<file path="src/rtl/enigma_step_ctrl.sv">
// enigma_step_ctrl
// Stepping controller and input stage for the cipher datapath.
// Takes one 8-bit symbol per valid/ready handshake and steps three 2-bit
// rotors odometer-style. The symbol is then registered together with the
// post-step rotor selects, so the downstream barrel/rebarrel mux stages see
// a stable symbol and select set for each character. A start key can be
// loaded synchronously, and accepted characters are counted.

module enigma_step_ctrl #(
    parameter logic [1:0]  NOTCH0 = 2'd3,
    parameter logic [1:0]  NOTCH1 = 2'd3,
    parameter int unsigned CNT_W  = 16
) (
    input  logic             clk,
    input  logic             rst_n,
    input  logic             load,
    input  logic [5:0]       load_pos,
    input  logic             in_valid,
    output logic             in_ready,
    input  logic [0:7]       in_data,
    output logic             out_valid,
    input  logic             out_ready,
    output logic [0:7]       out_data,
    output logic [5:0]       out_sel,
    output logic [CNT_W-1:0] char_count,
    output logic [5:0]       pos
);

    // Rotor state is packed {r2, r1, r0}, which is also the out_sel layout.
    logic [5:0]       pos_r;
    logic [5:0]       pos_next_s;
    logic             out_valid_r;
    logic [0:7]       out_data_r;
    logic [5:0]       out_sel_r;
    logic [CNT_W-1:0] char_count_r;
    logic             in_ready_s;
    logic             accept_s;
    logic             drain_s;

    // One odometer step. r1 moves only on a carry out of r0, and r2 moves
    // only on a carry out of r1, so no rotor can step twice.
    function automatic logic [5:0] step_pos(input logic [5:0] cur);
        logic       c1;
        logic       c2;
        logic [1:0] n0;
        logic [1:0] n1;
        logic [1:0] n2;
        c1 = (cur[1:0] == NOTCH0);
        c2 = c1 && (cur[3:2] == NOTCH1);
        n0 = cur[1:0] + 2'd1;
        n1 = c1 ? (cur[3:2] + 2'd1) : cur[3:2];
        n2 = c2 ? (cur[5:4] + 2'd1) : cur[5:4];
        return {n2, n1, n0};
    endfunction

    // Handshake decode. Load blocks intake, and a stalled output register
    // blocks intake too, so the rotors never step under backpressure.
    always_comb begin
        in_ready_s = 1'b0;
        accept_s   = 1'b0;
        drain_s    = 1'b0;
        pos_next_s = step_pos(pos_r);
        if (!load && (!out_valid_r || out_ready)) begin
            in_ready_s = 1'b1;
        end else begin
            in_ready_s = 1'b0;
        end
        accept_s = in_valid && in_ready_s;
        drain_s  = out_valid_r && out_ready;
    end

    // Rotor positions: a key load wins; otherwise step only on accept.
    always_ff @(posedge clk or negedge rst_n) begin
        if (!rst_n) begin
            pos_r <= 6'd0;
        end else if (load) begin
            pos_r <= load_pos;
        end else if (accept_s) begin
            pos_r <= pos_next_s;
        end else begin
            pos_r <= pos_r;
        end
    end

    // One-entry output register. Data and select hold their values after a drain.
    always_ff @(posedge clk or negedge rst_n) begin
        if (!rst_n) begin
            out_valid_r <= 1'b0;
            out_data_r  <= 8'd0;
            out_sel_r   <= 6'd0;
        end else if (accept_s) begin
            out_valid_r <= 1'b1;
            out_data_r  <= in_data;
            out_sel_r   <= pos_next_s;
        end else if (drain_s) begin
            out_valid_r <= 1'b0;
        end else begin
            out_valid_r <= out_valid_r;
        end
    end

    // Character counter. A key load clears it, and it wraps naturally at 2^CNT_W.
    always_ff @(posedge clk or negedge rst_n) begin
        if (!rst_n) begin
            char_count_r <= {CNT_W{1'b0}};
        end else if (load) begin
            char_count_r <= {CNT_W{1'b0}};
        end else if (accept_s) begin
            char_count_r <= char_count_r + {{(CNT_W-1){1'b0}}, 1'b1};
        end else begin
            char_count_r <= char_count_r;
        end
    end

    assign in_ready   = in_ready_s;
    assign out_valid  = out_valid_r;
    assign out_data   = out_data_r;
    assign out_sel    = out_sel_r;
    assign char_count = char_count_r;
    assign pos        = pos_r;

endmodule

</file>
<file path="config.mk">
export PLATFORM = sky130hd
export DESIGN_NAME = enigma_step_ctrl
export DESIGN_NICKNAME = d
export VERILOG_FILES = /design/src/rtl/enigma_step_ctrl.sv
export SDC_FILE = /design/constraint.sdc
export NUM_CORES = 1
export LEC_CHECK = 0
export CAP_MARGIN = 20
export CORE_MARGIN = 4
export CORE_UTILIZATION = 49
export DETAILED_ROUTE_END_ITERATION = 12
export PLACE_DENSITY = 0.86
export SLEW_MARGIN = 30
export SYNTH_ARGS = -nofsm -noshare
export SYNTH_HDL_FRONTEND = slang
export SYNTH_SLANG_ARGS = --single-unit
</file>
<file path="constraint.sdc">
create_clock -name clk -period 5.2 [get_ports clk]
set_input_delay 0.78 -clock clk [delete_from_list [all_inputs] [get_ports clk]]
set_output_delay 0.78 -clock clk [all_outputs]
set_load 0.005 [all_outputs]
</file>
==> results of run 1 <==
==> cells in the final DEF, fill, tap and decap left out, types with 5 or more instances in the layout <==
master,netlist,routed
sky130_fd_sc_hd__nor2_1,13,13
sky130_fd_sc_hd__nand2_1,15,15
sky130_fd_sc_hd__xnor2_1,6,6
sky130_fd_sc_hd__mux2_2,8,8
sky130_fd_sc_hd__xor2_1,8,8
sky130_fd_sc_hd__or4_1,5,5
sky130_fd_sc_hd__nand3_1,9,9
sky130_fd_sc_hd__clkdlybuf4s50_1,0,55
sky130_fd_sc_hd__dfrtp_1,37,37
sky130_fd_sc_hd__a21oi_1,13,13
sky130_fd_sc_hd__clkbuf_4,0,5
sky130_fd_sc_hd__o31ai_1,6,6
sky130_fd_sc_hd__o21ai_0,10,10
==> report_power, final <==
group / switching [W] / internal [W] / leakage, nW
sequential: 0.0000199 / 0.000317 / 0.470
combinational: 0.0000506 / 0.0000898 / 0.457
clock: 0.0000907 / 0.0000784 / 0.0413
==> worst max-delay path by stage <==
stage | endpoint | slack (ns)
2_1_floorplan | in_ready | 3.04
3_5_place_dp | in_ready | 2.02
3_3_place_gp | in_ready | 2.05
4_1_cts | in_ready | 2.02
6_report | in_ready | 2.04
5_1_grt | in_ready | 1.93
==> metal layers <==
layer	GRT usage, %	share of wire, %
met4	4.56	1.1
met1	22.2	45
met2	26.5	46
met3	6.66	8.3
met5	0	0
==> registers in the layout, summed over array words and instances, names as in the netlist <==
name,flops
char_count,16
out_data,8
out_sel,6
pos,6
out_valid,1
==> logic make-up (layout without fill, tap and decap cells) <==
kind of cell,after synthesis,count (layout),synth area share (%)
and+or+nand+nor,61,61,18.3
buffers and inverters,13,70,3.58
xor gates and xnor gates,14,14,7.02
adders and majority gates,3,3,2.15
AOI/OAI and AO/OA,30,30,9.66
muxes,10,10,6.30
DFF,37,37,53.0
==> final cells by class <==
cell class	instances	area, um^2
repair buffers	58	571
multi-input cells	118	759
clock inverters	1	5.00
well taps	46	57.6
fillers	251	991
clock buffers	7	65.1
flip-flops and latches	37	926
inverters	4	15.0
==> stage by stage <==
step | hold WS, ns | total power [W]
6_report | 0.515 | 0.000646
5_1_grt | 0.538 | 0.000686
4_1_cts | 0.520 | 0.000654
3_5_place_dp | 0.494 | 0.000485
3_3_place_gp | 0.488 | 0.000483
2_1_floorplan | 0.484 | 0.000395
==> summary.txt, run 1 <==
TIMING
---------------------------------------------------------------------------------
Slew Limit Fails ...................................................            0
Peak clock frequency supported by timing ...........................      316 MHz
Final worst path period need .......................................      3.16 ns
Period Utilization, post-route .....................................        60.9%
Final setup violation count ........................................            0
Final worst setup slack ............................................      2.04 ns
Remaining max-slew budget at the tightest pin ......................        46.7%
Final hold violation count .........................................            0
Setup TNS ..........................................................         0 ns
Transition time at the pin with the least slew margin ..............     0.800 ns
Skew final .........................................................   0.00791 ns
RSZ-0062 raised after global routing ...............................           no

POWER AND IR DROP
---------------------------------------------------------------------------------
PwrDens ............................................................  270 nW/um^2
Pleak ..............................................................     0.968 nW
Maximum vdd drop ...................................................     0.174 mV

FINAL LAYOUT
---------------------------------------------------------------------------------
Post-layout nets ...................................................          246
Synthesis-to-finish area growth ....................................        37.2%
Final std cell area, no fill .......................................    2400 um^2
Inserted Diodes ....................................................            0
Share of post-route cells with drive strength above 1 ..............        9.33%
Post-layout util ...................................................        70.8%
Cell Count, Final, Fillers Out .....................................          271

LOGIC SYNTHESIS
---------------------------------------------------------------------------------
Fraction of synthesis flops using an asynchronous set or reset pin .         100%
Synth Flop Type .................................................... sky130_fd_sc_hd__dfrtp_1
Post-synthesis instance area .......................................    1750 um^2
Synthesis warning total ............................................            0
Post-synthesis cell type with the largest combined area ............ sky130_fd_sc_hd__dfrtp_1
Top area cells in the synthesized netlist .......................... sky130_fd_sc_hd__dfrtp_1 53%, sky130_fd_sc_hd__mux2_2 5.2%, sky130_fd_sc_hd__xor2_1 4.0%
Most instantiated cells after synthesis ............................ 37 x sky130_fd_sc_hd__dfrtp_1, 15 x sky130_fd_sc_hd__nand2_1, 13 x sky130_fd_sc_hd__a21oi_1, 13 x sky130_fd_sc_hd__nor2_1, 10 x sky130_fd_sc_hd__o21ai_0
Top-area cell type share of the netlist area .......................        53.0%
Sequential-to-total area share from yosys stat .....................        53.0%
Number of enable-type register cells in the synthesized netlist ....            0
Number of cells produced by synthesis ..............................          168
Syn_area_per_cell ..................................................    10.4 um^2
Most numerous cell in the Yosys netlist ............................ sky130_fd_sc_hd__dfrtp_1
Synth cell types ...................................................           30
Syn nets ...........................................................          190
Number of synthesized register bits ................................           37

CRITICAL PATH
---------------------------------------------------------------------------------
R2r startpoint ..................................................... char_count[0]$_DFFE_PN0P_
Critical Path RT ...................................................      4.42 ns
Worst endpoint data arrival time ...................................      2.38 ns
Cell repeated most along the worst path ............................ sky130_fd_sc_hd__clkdlybuf4s50_1
Capture point of the worst reg-to-reg path ......................... char_count[14]$_DFFE_PN0P_
Gate family responsible for the most delay along the worst path .... buffers and inverters
Kind of end point of the critical path ............................. primary output
Buffering stage count on the worst path with inverters included ....            3
Critical path's largest stage delay ................................      0.78 ns
Type of the worst setup path .......................................       in2out
Startpoint type of the worst setup path ............................   input port
Length in cells of the worst reg-to-reg path .......................            5
Logic depth of the worst setup path including buffers ..............            4
Critical-path maximum fanout .......................................           20
CP startpoint ......................................................         load
Ordered cell list for the critical path ............................ clkdlybuf4s50_1, buf_4, nor2_1, clkdlybuf4s50_1
CP max-delay cell .................................................. sky130_fd_sc_hd__clkdlybuf4s50_1
Worst reg2reg setup slack ..........................................      3.25 ns

PLACED DESIGN
---------------------------------------------------------------------------------
Worst slack after detailed placement ...............................      2.02 ns
GP Congestion ......................................................        0.813
Port-buffer cells ..................................................           56
Detailed placement HPWL ............................................      2.58 mm
Placed Instance Area ...............................................    2330 um^2
Number of instances in the placed design ...........................          263

CLOCK TREE
---------------------------------------------------------------------------------
Skew-Pair Late Insertion Delay .....................................      0.34 ns
Post-CTS Resized ...................................................            0
Worst-path clk slew ................................................      0.11 ns
Clock tree from TritonCTS ..........................................        built
Buffers inserted during post-CTS setup optimization ................            0
Post-CTS Hold Fix Bufs .............................................            0
Cell chosen for the clock root ..................................... sky130_fd_sc_hd__clkbuf_4
Max Buffers Root-to-Sink ...........................................            2
Number of clock buffers inserted by TritonCTS ......................            5
Depth of the CTS H-tree ............................................            2
Sink count of the clock tree .......................................           37

ROUTING
---------------------------------------------------------------------------------
Post-route DRC .....................................................            0
Via count ..........................................................         1399
First-pass iteration count of the detailed router ..................            4
Vias per cell ......................................................         5.16
Sum of routed wire length over all layers ..........................      3.60 mm
Avg WL per Cell ....................................................      13.3 um
Drt initial violations .............................................           72
Number of nets with antenna violations after detailed routing ......            0

GLOBAL ROUTING
---------------------------------------------------------------------------------
Leftover overflow at the end of global routing .....................            0
Global-route wire length before repair .............................      5.73 mm
Via count of the first global-routing pass .........................         1275
Number of antenna violations at the first check in global routing ..            0
Maximum number of pins on one net before global-route repair .......           38
All-layer global routing usage .....................................        17.1%

FLOW RUN
---------------------------------------------------------------------------------
Number of maximum-capacitance violations ...........................            0

FLOORPLANNING
---------------------------------------------------------------------------------
Floorplan die width ................................................      67.7 um
Starting Density ...................................................        51.6%
Rows ...............................................................           21
Area enclosed by the die boundary ..................................    4590 um^2
I/O pin total ......................................................           57
Core area ..........................................................    3390 um^2
DIE HEIGHT .........................................................      67.7 um

MIN PATH
---------------------------------------------------------------------------------
Hold WC Path Type ..................................................     in2async

OUTCOME
---------------------------------------------------------------------------------
Status ............................................................. finished clean

(Power assumes the default switching activity.)
==> run 2: changes to the inputs <==
CORE_UTILIZATION = 41   (was 49)
PLACE_DENSITY = 0.77   (was 0.86)
clock period = 2.8 ns   (was 5.2 ns; I/O delays follow)
==> summary.txt, run 2 (synthesized netlist as in run 1, its figures left out) <==
TIMING
--------------------------------------------------------------------------------
Remaining max-slew budget at the tightest pin .....................        45.3%   -1.3 points
Transition time at the pin with the least slew margin .............     0.820 ns   +0.0198 ns
Final hold violation count ........................................            0   unchanged
Skew final ........................................................   0.00559 ns   -0.00233 ns
RSZ-0062 raised after global routing ..............................           no
Setup TNS .........................................................         0 ns   unchanged
Final worst path period need ......................................      2.12 ns
Peak clock frequency supported by timing ..........................      473 MHz
Final setup violation count .......................................            0   unchanged
Period Utilization, post-route ....................................        75.5%
Slew Limit Fails ..................................................            0   unchanged

FINAL LAYOUT
--------------------------------------------------------------------------------
Post-layout nets ..................................................          247   +0.41%
Inserted Diodes ...................................................            0   unchanged
Most common cell after layout, fill and taps aside ................ sky130_fd_sc_hd__clkdlybuf4s50_1
Share of post-route cells with drive strength above 1 .............        9.73%   +0.40 points
Cell Count, Final, Fillers Out ....................................          276   +1.8%
Number of flip-flops under the largest register name ..............           16   unchanged
Post-layout util ..................................................        60.7%   -10 points
Final std cell area, no fill ......................................    2460 um^2   +2.6%
Top library cells by usage in the layout, fill and taps aside ..... 55 x sky130_fd_sc_hd__clkdlybuf4s50_1, 37 x sky130_fd_sc_hd__dfrtp_1, 15 x sky130_fd_sc_hd__nand2_1
Synthesis-to-finish area growth ...................................        40.8%

ROUTING
--------------------------------------------------------------------------------
Via count .........................................................         1416   +1.2%
Sum of routed wire length over all layers .........................      3.71 mm   +2.9%
First-pass iteration count of the detailed router .................            4   unchanged
Avg WL per Cell ...................................................      13.4 um   +1.0%
Drt initial violations ............................................           79   +9.7%
Vias per cell .....................................................         5.13   -0.62%
Post-route DRC ....................................................            0   unchanged
Number of nets with antenna violations after detailed routing .....            0   unchanged

FLOORPLANNING
--------------------------------------------------------------------------------
Area enclosed by the die boundary .................................    5370 um^2   +17%
Rows ..............................................................           23   +9.5%
DIE HEIGHT ........................................................      73.3 um   +8.2%
Floorplan die width ...............................................      73.3 um   +8.2%
I/O pin total .....................................................           57   unchanged
Starting Density ..................................................        43.1%   -8.5 points
Core area .........................................................    4060 um^2   +20%

POWER AND IR DROP
--------------------------------------------------------------------------------
PwrDens ...........................................................  555 nW/um^2   +110%
Maximum vdd drop ..................................................     0.328 mV   +89%
Overall Power .....................................................    0.00136 W   +110%
Pleak .............................................................     0.989 nW   +2.2%

CRITICAL PATH
--------------------------------------------------------------------------------
Kind of end point of the critical path ............................     register
Critical Path RT ..................................................      3.01 ns   -1.41 ns
Worst endpoint data arrival time ..................................      2.33 ns   -0.05 ns
Worst reg2reg setup slack .........................................      0.92 ns   -2.33 ns
Startpoint type of the worst setup path ...........................   input port
Critical-path maximum fanout ......................................            9   -55%
Type of the worst setup path ......................................       in2reg

GLOBAL ROUTING
--------------------------------------------------------------------------------
Maximum number of pins on one net before global-route repair ......           38   unchanged
Number of antenna violations at the first check in global routing .            0   unchanged
Via count of the first global-routing pass ........................         1391   +9.1%
Global-route wire length before repair ............................      6.29 mm   +9.8%
Leftover overflow at the end of global routing ....................            0   unchanged
All-layer global routing usage ....................................        15.4%   -1.7 points

CLOCK TREE
--------------------------------------------------------------------------------
Post-CTS Hold Fix Bufs ............................................            0   unchanged
Max Buffers Root-to-Sink ..........................................            2   unchanged
Buffers inserted during post-CTS setup optimization ...............            0   unchanged
Post-CTS Resized ..................................................            0   unchanged
Worst-path clk slew ...............................................      0.07 ns   -0.04 ns
Skew-Pair Late Insertion Delay ....................................      0.29 ns   -0.05 ns
Cell chosen for the clock root .................................... sky130_fd_sc_hd__clkbuf_8
Depth of the CTS H-tree ...........................................            2   unchanged
Sink count of the clock tree ......................................           37   unchanged
Number of clock buffers inserted by TritonCTS .....................            5   unchanged
Clock tree from TritonCTS .........................................        built

PLACED DESIGN
--------------------------------------------------------------------------------
GP Congestion .....................................................        0.823   +1.3%
Placed Instance Area ..............................................    2340 um^2   +0.54%
Number of instances in the placed design ..........................          268   +1.9%
Port-buffer cells .................................................           56   unchanged
Detailed placement HPWL ...........................................      2.66 mm   +3.0%

FLOW RUN
--------------------------------------------------------------------------------
Number of maximum-capacitance violations ..........................            0   unchanged

OUTCOME
--------------------------------------------------------------------------------
Status ............................................................ finished clean

MIN PATH
--------------------------------------------------------------------------------
Hold WC Path Type .................................................     in2async

run 2: final cells by class:
type,instances,area (um^2)
Inverter,4,15.0
Clock buffer,6,82.6
Fill cell,357,1600
Timing Repair Buffer,59,578
Tap cell,50,62.6
Clock inverter,2,37.5
Multi-Input combinational cell,118,759
Sequential cell,37,926
run 2: per-layer routing:
metal,vias up,global-route usage (%),routed length (um)
met1,662,19.5,1680
met5,-,0,0
met2,39,24.6,1720
met3,6,4.79,241
li1,709,-,-
met4,0,6.04,58
run 2: worst paths after layout:
| check | start | to | cells after the start |
|---|---|---|---|
| worst max-delay path | in_valid | char_count[12]$_DFFE_PN0P_ | 5 |
| worst min-delay path | rst_n | char_count[11]$_DFFE_PN0P_ | 1 |
| worst max register to register | char_count[0]$_DFFE_PN0P_ | char_count[12]$_DFFE_PN0P_ | 5 |
| worst min register to register | out_data[1]$_DFFE_PN0P_ | out_data[1]$_DFFE_PN0P_ | 1 |
| max in group asynchronous | rst_n | out_data[7]$_DFFE_PN0P_ | 1 |
| min in group clk | out_data[1]$_DFFE_PN0P_ | out_data[1]$_DFFE_PN0P_ | 1 |
run 2: where the power goes:
group          leakage, nW  total [W]  internal (W)  switching, W
clock network       0.0574   0.000477      0.000289      0.000188
logic                0.462   0.000263      0.000168     0.0000946
registers            0.470   0.000625      0.000589     0.0000357
run 2: critical path: stages:
cell and delay (ns):
sky130_fd_sc_hd__clkdlybuf4s50_1 0.64, sky130_fd_sc_hd__nand3_1 0.16, sky130_fd_sc_hd__or3_1 0.42, sky130_fd_sc_hd__or4_1 0.52
sky130_fd_sc_hd__a21oi_1 0.16
run 2: stage by stage:
| step | setup WS (ns) | hold WS (ns) |
|---|---|---|
| 6_report | 0.685 | 0.225 |
| 5_1_grt | 0.594 | 0.294 |
| 4_1_cts | 0.695 | 0.248 |
| 3_5_place_dp | 0.385 | 0.493 |
| 3_3_place_gp | 0.426 | 0.487 |
| 2_1_floorplan | 1.00 | 0.124 |
